[config.mk]
export PLATFORM = sky130hd
export DESIGN_NAME = sram_rr_port_ctrl_flat
export DESIGN_NICKNAME = d
export VERILOG_FILES = /design/src/rtl/sram_rr_port_ctrl_if.sv /design/src/rtl/sram_rr_port_ctrl.sv /design/src/flat_wrapper.sv
export SDC_FILE = /design/constraint.sdc
export NUM_CORES = 1
export LEC_CHECK = 0
export CAP_MARGIN = 30
export CORE_AREA = 8 8 117 119
export DETAILED_ROUTE_END_ITERATION = 16
export DIE_AREA = 0 0 125 127
export DONT_BUFFER_PORTS = 1
export SYNTH_ARGS = -nofsm -noshare
export SYNTH_HDL_FRONTEND = slang
export SYNTH_SLANG_ARGS = --single-unit
[constraint.sdc]
create_clock -name clk0 -period 1.7 [get_ports clk0]
set_input_delay 0.255 -clock clk0 [delete_from_list [all_inputs] [get_ports clk0]]
set_output_delay 0.255 -clock clk0 [all_outputs]
set_load 0.03 [all_outputs]
[src/rtl/sram_rr_port_ctrl_if.sv]
// Two-requester request/response bundle for the shared SRAM port.
// Index 0/1 selects the requester; packed per-port arrays keep the arbiter generic.
interface sram_rr_port_ctrl_if #(
  parameter int DATA_WIDTH = 32,
  parameter int ADDR_WIDTH = 11
);
  logic [1:0]                 valid;
  logic [1:0]                 ready;
  logic [1:0]                 we;
  logic [1:0][ADDR_WIDTH-1:0] addr;
  logic [1:0][DATA_WIDTH-1:0] wdata;
  logic [1:0]                 rvalid;
  logic [1:0][DATA_WIDTH-1:0] rdata;

  modport master (
    output valid, we, addr, wdata,
    input  ready, rvalid, rdata
  );

  modport slave (
    input  valid, we, addr, wdata,
    output ready, rvalid, rdata
  );
endinterface

[src/rtl/sram_rr_port_ctrl.sv]
// Round-robin sharing of one single-port SRAM between two requesters, with
// fixed two-cycle read responses and a zero-fill sweep after reset or on demand.
module sram_rr_port_ctrl #(
  parameter int DATA_WIDTH     = 32,
  parameter int ADDR_WIDTH     = 11,
  parameter bit CLEAR_ON_RESET = 1'b1
) (
  input  logic                  clk0,
  input  logic                  rstb0,
  sram_rr_port_ctrl_if.slave    req,
  input  logic                  clear_req,
  output logic                  busy,
  output logic                  sram_csb0,
  output logic                  sram_web0,
  output logic [ADDR_WIDTH-1:0] sram_addr0,
  output logic [DATA_WIDTH-1:0] sram_din0,
  input  logic [DATA_WIDTH-1:0] sram_dout0
);

  typedef enum logic {ST_CLEAR, ST_RUN} state_e;

  state_e                     state_q, state_d;
  logic [ADDR_WIDTH-1:0]      cnt_q, cnt_d;
  logic                       rr_q, rr_d;
  logic                       csb_q, csb_d;
  logic                       web_q, web_d;
  logic [ADDR_WIDTH-1:0]      addr_q, addr_d;
  logic [DATA_WIDTH-1:0]      din_q, din_d;
  logic [1:0]                 vld_pipe_q, prt_pipe_q;
  logic [1:0]                 rvalid_q;
  logic [1:0][DATA_WIDTH-1:0] rdata_q;

  logic       gnt_v, gnt_p, rd_issue;
  logic [1:0] ready_w;

  always_comb begin
    state_d = state_q;
    cnt_d   = cnt_q;
    rr_d    = rr_q;
    csb_d   = 1'b1;
    web_d   = 1'b1;
    addr_d  = addr_q;
    din_d   = din_q;
    gnt_v   = 1'b0;
    gnt_p   = 1'b0;
    case (state_q)
      ST_CLEAR: begin
        csb_d  = 1'b0;
        web_d  = 1'b0;
        addr_d = cnt_q;
        din_d  = '0;
        cnt_d  = cnt_q + 1'b1;
        if (cnt_q == {ADDR_WIDTH{1'b1}}) state_d = ST_RUN;
      end
      default: begin
        if (clear_req) begin
          state_d = ST_CLEAR;
          cnt_d   = '0;
        end else begin
          // Contention goes to rr_q; a lone requester wins regardless of rr_q.
          gnt_v = |req.valid;
          gnt_p = (&req.valid) ? rr_q : req.valid[1];
          if (gnt_v) begin
            rr_d   = ~gnt_p;
            csb_d  = 1'b0;
            web_d  = ~req.we[gnt_p];
            addr_d = req.addr[gnt_p];
            din_d  = req.wdata[gnt_p];
          end
        end
      end
    endcase
    ready_w  = {gnt_v & gnt_p, gnt_v & ~gnt_p};
    rd_issue = gnt_v & ~req.we[gnt_p];
  end

  always_ff @(posedge clk0) begin
    if (!rstb0) begin
      state_q    <= CLEAR_ON_RESET ? ST_CLEAR : ST_RUN;
      cnt_q      <= '0;
      rr_q       <= 1'b0;
      csb_q      <= 1'b1;
      web_q      <= 1'b1;
      addr_q     <= '0;
      din_q      <= '0;
      vld_pipe_q <= '0;
      prt_pipe_q <= '0;
      rvalid_q   <= '0;
      rdata_q    <= '0;
    end else begin
      state_q    <= state_d;
      cnt_q      <= cnt_d;
      rr_q       <= rr_d;
      csb_q      <= csb_d;
      web_q      <= web_d;
      addr_q     <= addr_d;
      din_q      <= din_d;
      // Stage 0 tracks the macro sampling edge, stage 1 the data-capture edge.
      vld_pipe_q <= {vld_pipe_q[0], rd_issue};
      prt_pipe_q <= {prt_pipe_q[0], gnt_p};
      rvalid_q   <= '0;
      if (vld_pipe_q[1]) begin
        rvalid_q[prt_pipe_q[1]] <= 1'b1;
        rdata_q[prt_pipe_q[1]]  <= sram_dout0;
      end
    end
  end

  assign req.ready  = ready_w;
  assign req.rvalid = rvalid_q;
  assign req.rdata  = rdata_q;
  assign busy       = (state_q == ST_CLEAR);
  assign sram_csb0  = csb_q;
  assign sram_web0  = web_q;
  assign sram_addr0 = addr_q;
  assign sram_din0  = din_q;

endmodule

[src/flat_wrapper.sv]
// flat-port wrapper written by rule: the top's interface ports become plain ports
module sram_rr_port_ctrl_flat 
#(
  parameter int DATA_WIDTH     = 32,
  parameter int ADDR_WIDTH     = 11,
  parameter bit CLEAR_ON_RESET = 1'b1
)
  (clk0, rstb0, clear_req, busy, sram_csb0, sram_web0, sram_addr0, sram_din0, sram_dout0, req_valid, req_we, req_addr, req_wdata, req_ready, req_rvalid, req_rdata);
  sram_rr_port_ctrl_if #(.DATA_WIDTH(DATA_WIDTH), .ADDR_WIDTH(ADDR_WIDTH)) req_i ();
  input  logic clk0;
  input  logic rstb0;
  input  logic clear_req;
  output logic busy;
  output logic sram_csb0;
  output logic sram_web0;
  output logic [ADDR_WIDTH-1:0] sram_addr0;
  output logic [DATA_WIDTH-1:0] sram_din0;
  input  logic [DATA_WIDTH-1:0] sram_dout0;
  input wire logic [$bits(req_i.valid)-1:0] req_valid;
  input wire logic [$bits(req_i.we)-1:0] req_we;
  input wire logic [$bits(req_i.addr)-1:0] req_addr;
  input wire logic [$bits(req_i.wdata)-1:0] req_wdata;
  output wire logic [$bits(req_i.ready)-1:0] req_ready;
  output wire logic [$bits(req_i.rvalid)-1:0] req_rvalid;
  output wire logic [$bits(req_i.rdata)-1:0] req_rdata;
  assign req_i.valid = req_valid;
  assign req_i.we = req_we;
  assign req_i.addr = req_addr;
  assign req_i.wdata = req_wdata;
  assign req_ready = req_i.ready;
  assign req_rvalid = req_i.rvalid;
  assign req_rdata = req_i.rdata;
  sram_rr_port_ctrl #(.DATA_WIDTH(DATA_WIDTH), .ADDR_WIDTH(ADDR_WIDTH), .CLEAR_ON_RESET(CLEAR_ON_RESET)) u_core (.clk0(clk0), .rstb0(rstb0), .req(req_i), .clear_req(clear_req), .busy(busy), .sram_csb0(sram_csb0), .sram_web0(sram_web0), .sram_addr0(sram_addr0), .sram_din0(sram_din0), .sram_dout0(sram_dout0));
endmodule
==> qor.json <==
{
  "io_pins": {"value": 239},
  "clock-root-buffer": {"value": "sky130_fd_sc_hd__clkbuf_16"},
  "final_cell_mix": {"value": "158 x sky130_fd_sc_hd__nand2_1, 127 x sky130_fd_sc_hd__dfxtp_1, 62 x sky130_fd_sc_hd__a21boi_0"},
  "groute.usage.overall": {"value": 18.7, "unit": "%"},
  "cts_htree_levels": {"value": 4},
  "run_status": {"value": "finished, final reports clean"},
  "slew_headroom": {"value": 57.0, "unit": "%"},
  "setup_slack_of_the_most_critical_reg_to_reg_path": {"value": 210, "unit": "ps"},
  "worstReg2RegStart": {"value": "u_core.cnt_q[1]"},
  "timing.critical_path.to_type": {"value": "primary output"},
  "timing.hold.worst.start": {"value": "sram_dout0[3]"},
  "worstRegToRegCells": {"value": 5},
  "max_freq": {"value": 638, "unit": "MHz"},
  "clk_pin_slew_worst_paths": {"value": 50, "unit": "ps"},
  "routabilityCongestion": {"value": 0.825},
  "switching_power": {"value": 1.47, "unit": "mW"},
  "post_detailed_route_drc_marker_count": {"value": 0},
  "tritoncts.num_buffers": {"value": 17},
  "die-area": {"value": 0.0159, "unit": "mm^2"},
  "timing.critical_path.arrival": {"value": 1310, "unit": "ps"},
  "syn-num-nets": {"value": 732},
  "fin_worst_hold_slack": {"value": 9.88, "unit": "ps"},
  "route.final.wire_length": {"value": 15200, "unit": "um"},
  "power.switching_fraction": {"value": 21.2, "unit": "%"},
  "clk-insertion-delay-late": {"value": 410, "unit": "ps"},
  "ys_seq_elements": {"value": 128},
  "tightestPinTransition": {"value": 643, "unit": "ps"},
  "min_period_over_period": {"value": 92.2, "unit": "%"},
  "power.density": {"value": 1090, "unit": "mW/mm^2"},
  "combPwrFrac": {"value": 4.3, "unit": "%"},
  "grt_pass1_wl": {"value": 23800, "unit": "um"},
  "yosys.cell_types.count": {"value": 40},
  "grt_antenna_before_repair": {"value": 1},
  "std_cell_rows": {"value": 40},
  "fraction_of_final_layout_cells_with_drive_strength_greater_than_1": {"value": 9.75, "unit": "%"},
  "min_path_cells": {"value": 2},
  "holdCritPathClass": {"value": "in -> reg"},
  "dp.final_hpwl": {"value": 10800, "unit": "um"},
  "unrepaired_setup_endpoints_after_global_routing": {"value": "no"},
  "route.detailed.vias_per_inst": {"value": 5.50},
  "power.share.sequential": {"value": 43.9, "unit": "%"},
  "intPower": {"value": 5.45, "unit": "mW"},
  "power.ir.vdd_worst": {"value": 0.593, "unit": "mV"},
  "dieWidth": {"value": 125, "unit": "um"},
  "timing.critical_path.fanout_max": {"value": 6},
  "hold_viol_final": {"value": 0},
  "nets": {"value": 759},
  "core_area": {"value": 0.0118, "unit": "mm^2"},
  "synth_seq_area_share": {"value": 49.1, "unit": "%"},
  "first_pass_iters": {"value": 4},
  "leakage": {"value": 2.39, "unit": "nW"},
  "grt_pass1_vias": {"value": 4382},
  "synth.cell_area": {"value": 0.00522, "unit": "mm^2"},
  "layout.cells.most_common": {"value": "sky130_fd_sc_hd__nand2_1"},
  "setup_viol_count_final": {"value": 0},
  "numPortBuffers": {"value": 0},
  "synthesized_area_divided_by_synthesized_cell_count": {"value": 8.61, "unit": "um^2"},
  "setup_tns": {"value": 0, "unit": "ps"},
  "vias_after_detailed_routing": {"value": 4368},
  "p_clk_share": {"value": 51.8, "unit": "%"},
  "yosys_warnings": {"value": 0},
  "setup.worst_path.start": {"value": "u_core.state_q"},
  "cts.path.max_buffers": {"value": 2},
  "holdPathEnd": {"value": "u_core.req.rdata[3]"},
  "grt_max_degree": {"value": 77},
  "worstReg2RegEnd": {"value": "u_core.cnt_q[8]"},
  "critical_path_class": {"value": "reg -> out"},
  "floorplan.die.height": {"value": 127, "unit": "um"},
  "clkSinkCount": {"value": 128},
  "fin_worst_skew": {"value": 10.6, "unit": "ps"},
  "flow.area_growth_from_synthesis": {"value": 21.3, "unit": "%"},
  "antenna_viol_nets_final": {"value": 0},
  "drt_first_iter_violations": {"value": 289},
  "floorplan.initialDensity": {"value": 44.2, "unit": "%"},
  "routed_wire_length_per_instance": {"value": 19.1, "unit": "um"},
  "max-cap-violations": {"value": 0},
  "number_of_max_slew_violations_in_the_final_report": {"value": 0},
  "synthCells": {"value": 606},
  "min_period": {"value": 1570, "unit": "ps"},
  "worst_ep_required_time": {"value": 1440, "unit": "ps"},
  "tritoncts_clock_tree": {"value": "built"},
  "kind_of_start_point_of_the_critical_path": {"value": "flop"},
  "globalRoute.totalOverflow": {"value": 0}
}
flip-flops by register name, indices dropped and copies added, names as in the netlist:
register / count
u_core.cnt_q: 11
u_core.prt_pipe_q: 2
u_core.req.rdata: 64
u_core.req.rvalid: 2
u_core.rr_q: 1
u_core.sram_addr0: 11
u_core.sram_csb0: 1
u_core.sram_din0: 32
u_core.sram_web0: 1
u_core.state_q: 1
u_core.vld_pipe_q: 2
metal layers:
layer	global-route usage, %	part of all wire (%)	up-vias	routed length, um
li1	-	-	2128	-
met1	19.9	38	1996	5810
met2	30.2	47	226	7200
met3	10.6	13	18	1940
met4	7.31	1.5	0	229
met5	0	0	-	0
worst max-delay path by stage:
| stage | to | slack [ps] |
|---|---|---|
| after CTS | req_ready[1] | 30 |
| after floorplan | u_core.cnt_q[8] | 200 |
| after global placement | u_core.cnt_q[8] | 120 |
| after global routing | req_ready[1] | 30 |
| final | req_ready[1] | 130 |
| after detailed placement | u_core.cnt_q[8] | 130 |
stage by stage:
step                setup WS, ps  total power, mW  util, %  cell area (um^2)  instances
CTS                         30.4             7.00     53.3              6300        791
floorplan                    198             3.30        -              5220        606
finish                       132             6.92     53.6              6330        794
detailed placement           131             3.32     45.5              5370        726
global placement             119             3.31     45.5              5370        726
global route                32.1             7.17     53.6              6330        794
cell type report:
type | count | area, um^2
Multi-Input combinational cell | 424 | 2410
Clock inverter | 12 | 134
Sequential cell | 128 | 2560
Timing Repair Buffer | 55 | 536
Clock buffer | 20 | 467
Tap cell | 147 | 184
Inverter | 7 | 26.3
Fill cell | 1091 | 5490
Antenna cell | 1 | 2.50
cells in the mapped netlist (all sizes together):
master | count | area share [%]
inv | 7 | 0.50
mux2i | 44 | 8.4
nand2b | 2 | 0.24
o211a | 1 | 0.19
nand4 | 4 | 0.48
o2111ai | 1 | 0.17
a2bb2oi | 1 | 0.17
and3 | 4 | 0.48
o21a | 3 | 0.43
o211ai | 2 | 0.29
o22ai | 4 | 0.48
o21ba | 1 | 0.19
and2 | 4 | 0.48
o21ai | 53 | 5.1
clkbuf | 29 | 2.1
a21boi | 62 | 8.9
and3b | 1 | 0.17
a31oi | 3 | 0.36
nand2 | 159 | 11
or4 | 1 | 0.14
a21oi | 39 | 3.7
and4 | 2 | 0.36
nor3 | 3 | 0.29
a211oi | 1 | 0.14
dfxtp | 128 | 49
o41ai | 1 | 0.17
nand3 | 4 | 0.38
o31ai | 1 | 0.14
ha | 1 | 0.24
buf | 18 | 2.4
nor2b | 3 | 0.36
o2bb2ai | 5 | 0.84
nor2 | 14 | 1.1
worst max-delay path, stage by stage (launching register included):
cell and delay, ps:
sky130_fd_sc_hd__dfxtp_1 370, sky130_fd_sc_hd__nand2b_1 180, sky130_fd_sc_hd__nor2_2 180, sky130_fd_sc_hd__buf_4 190
logic make-up after synthesis:
| group | share of synthesized area (%) |
|---|---|
| AND/OR/NAND/NOR | 15.9 |
| AO/OA/AOI/OAI | 21.3 |
| flip-flops | 49.1 |
| buffers and inverters | 4.94 |
| multiplexers | 8.44 |
| adder cells (fa/ha/maj) | 0.240 |
power groups by stage:
stage | combinational, mW | sequential [mW] | clock [mW]
2_1_floorplan | 0.197 | 3.10 | 0
3_3_place_gp | 0.209 | 3.10 | 0
3_5_place_dp | 0.214 | 3.10 | 0
4_1_cts | 0.294 | 3.04 | 3.67
5_1_grt | 0.320 | 3.04 | 3.81
6_report | 0.298 | 3.04 | 3.59
what timing repair did:
item / 4_1_cts / 5_1_grt
pin swaps: 1 / 0
endpoints found under the setup margin: 1 / 3
gates resized for setup: 0 / 3
hold buffers: 32 / 2
hold endpoints to repair: 71 / 1
buffers inserted: 1 / 0
No activity file was read; power rests on OpenSTA's default activity.
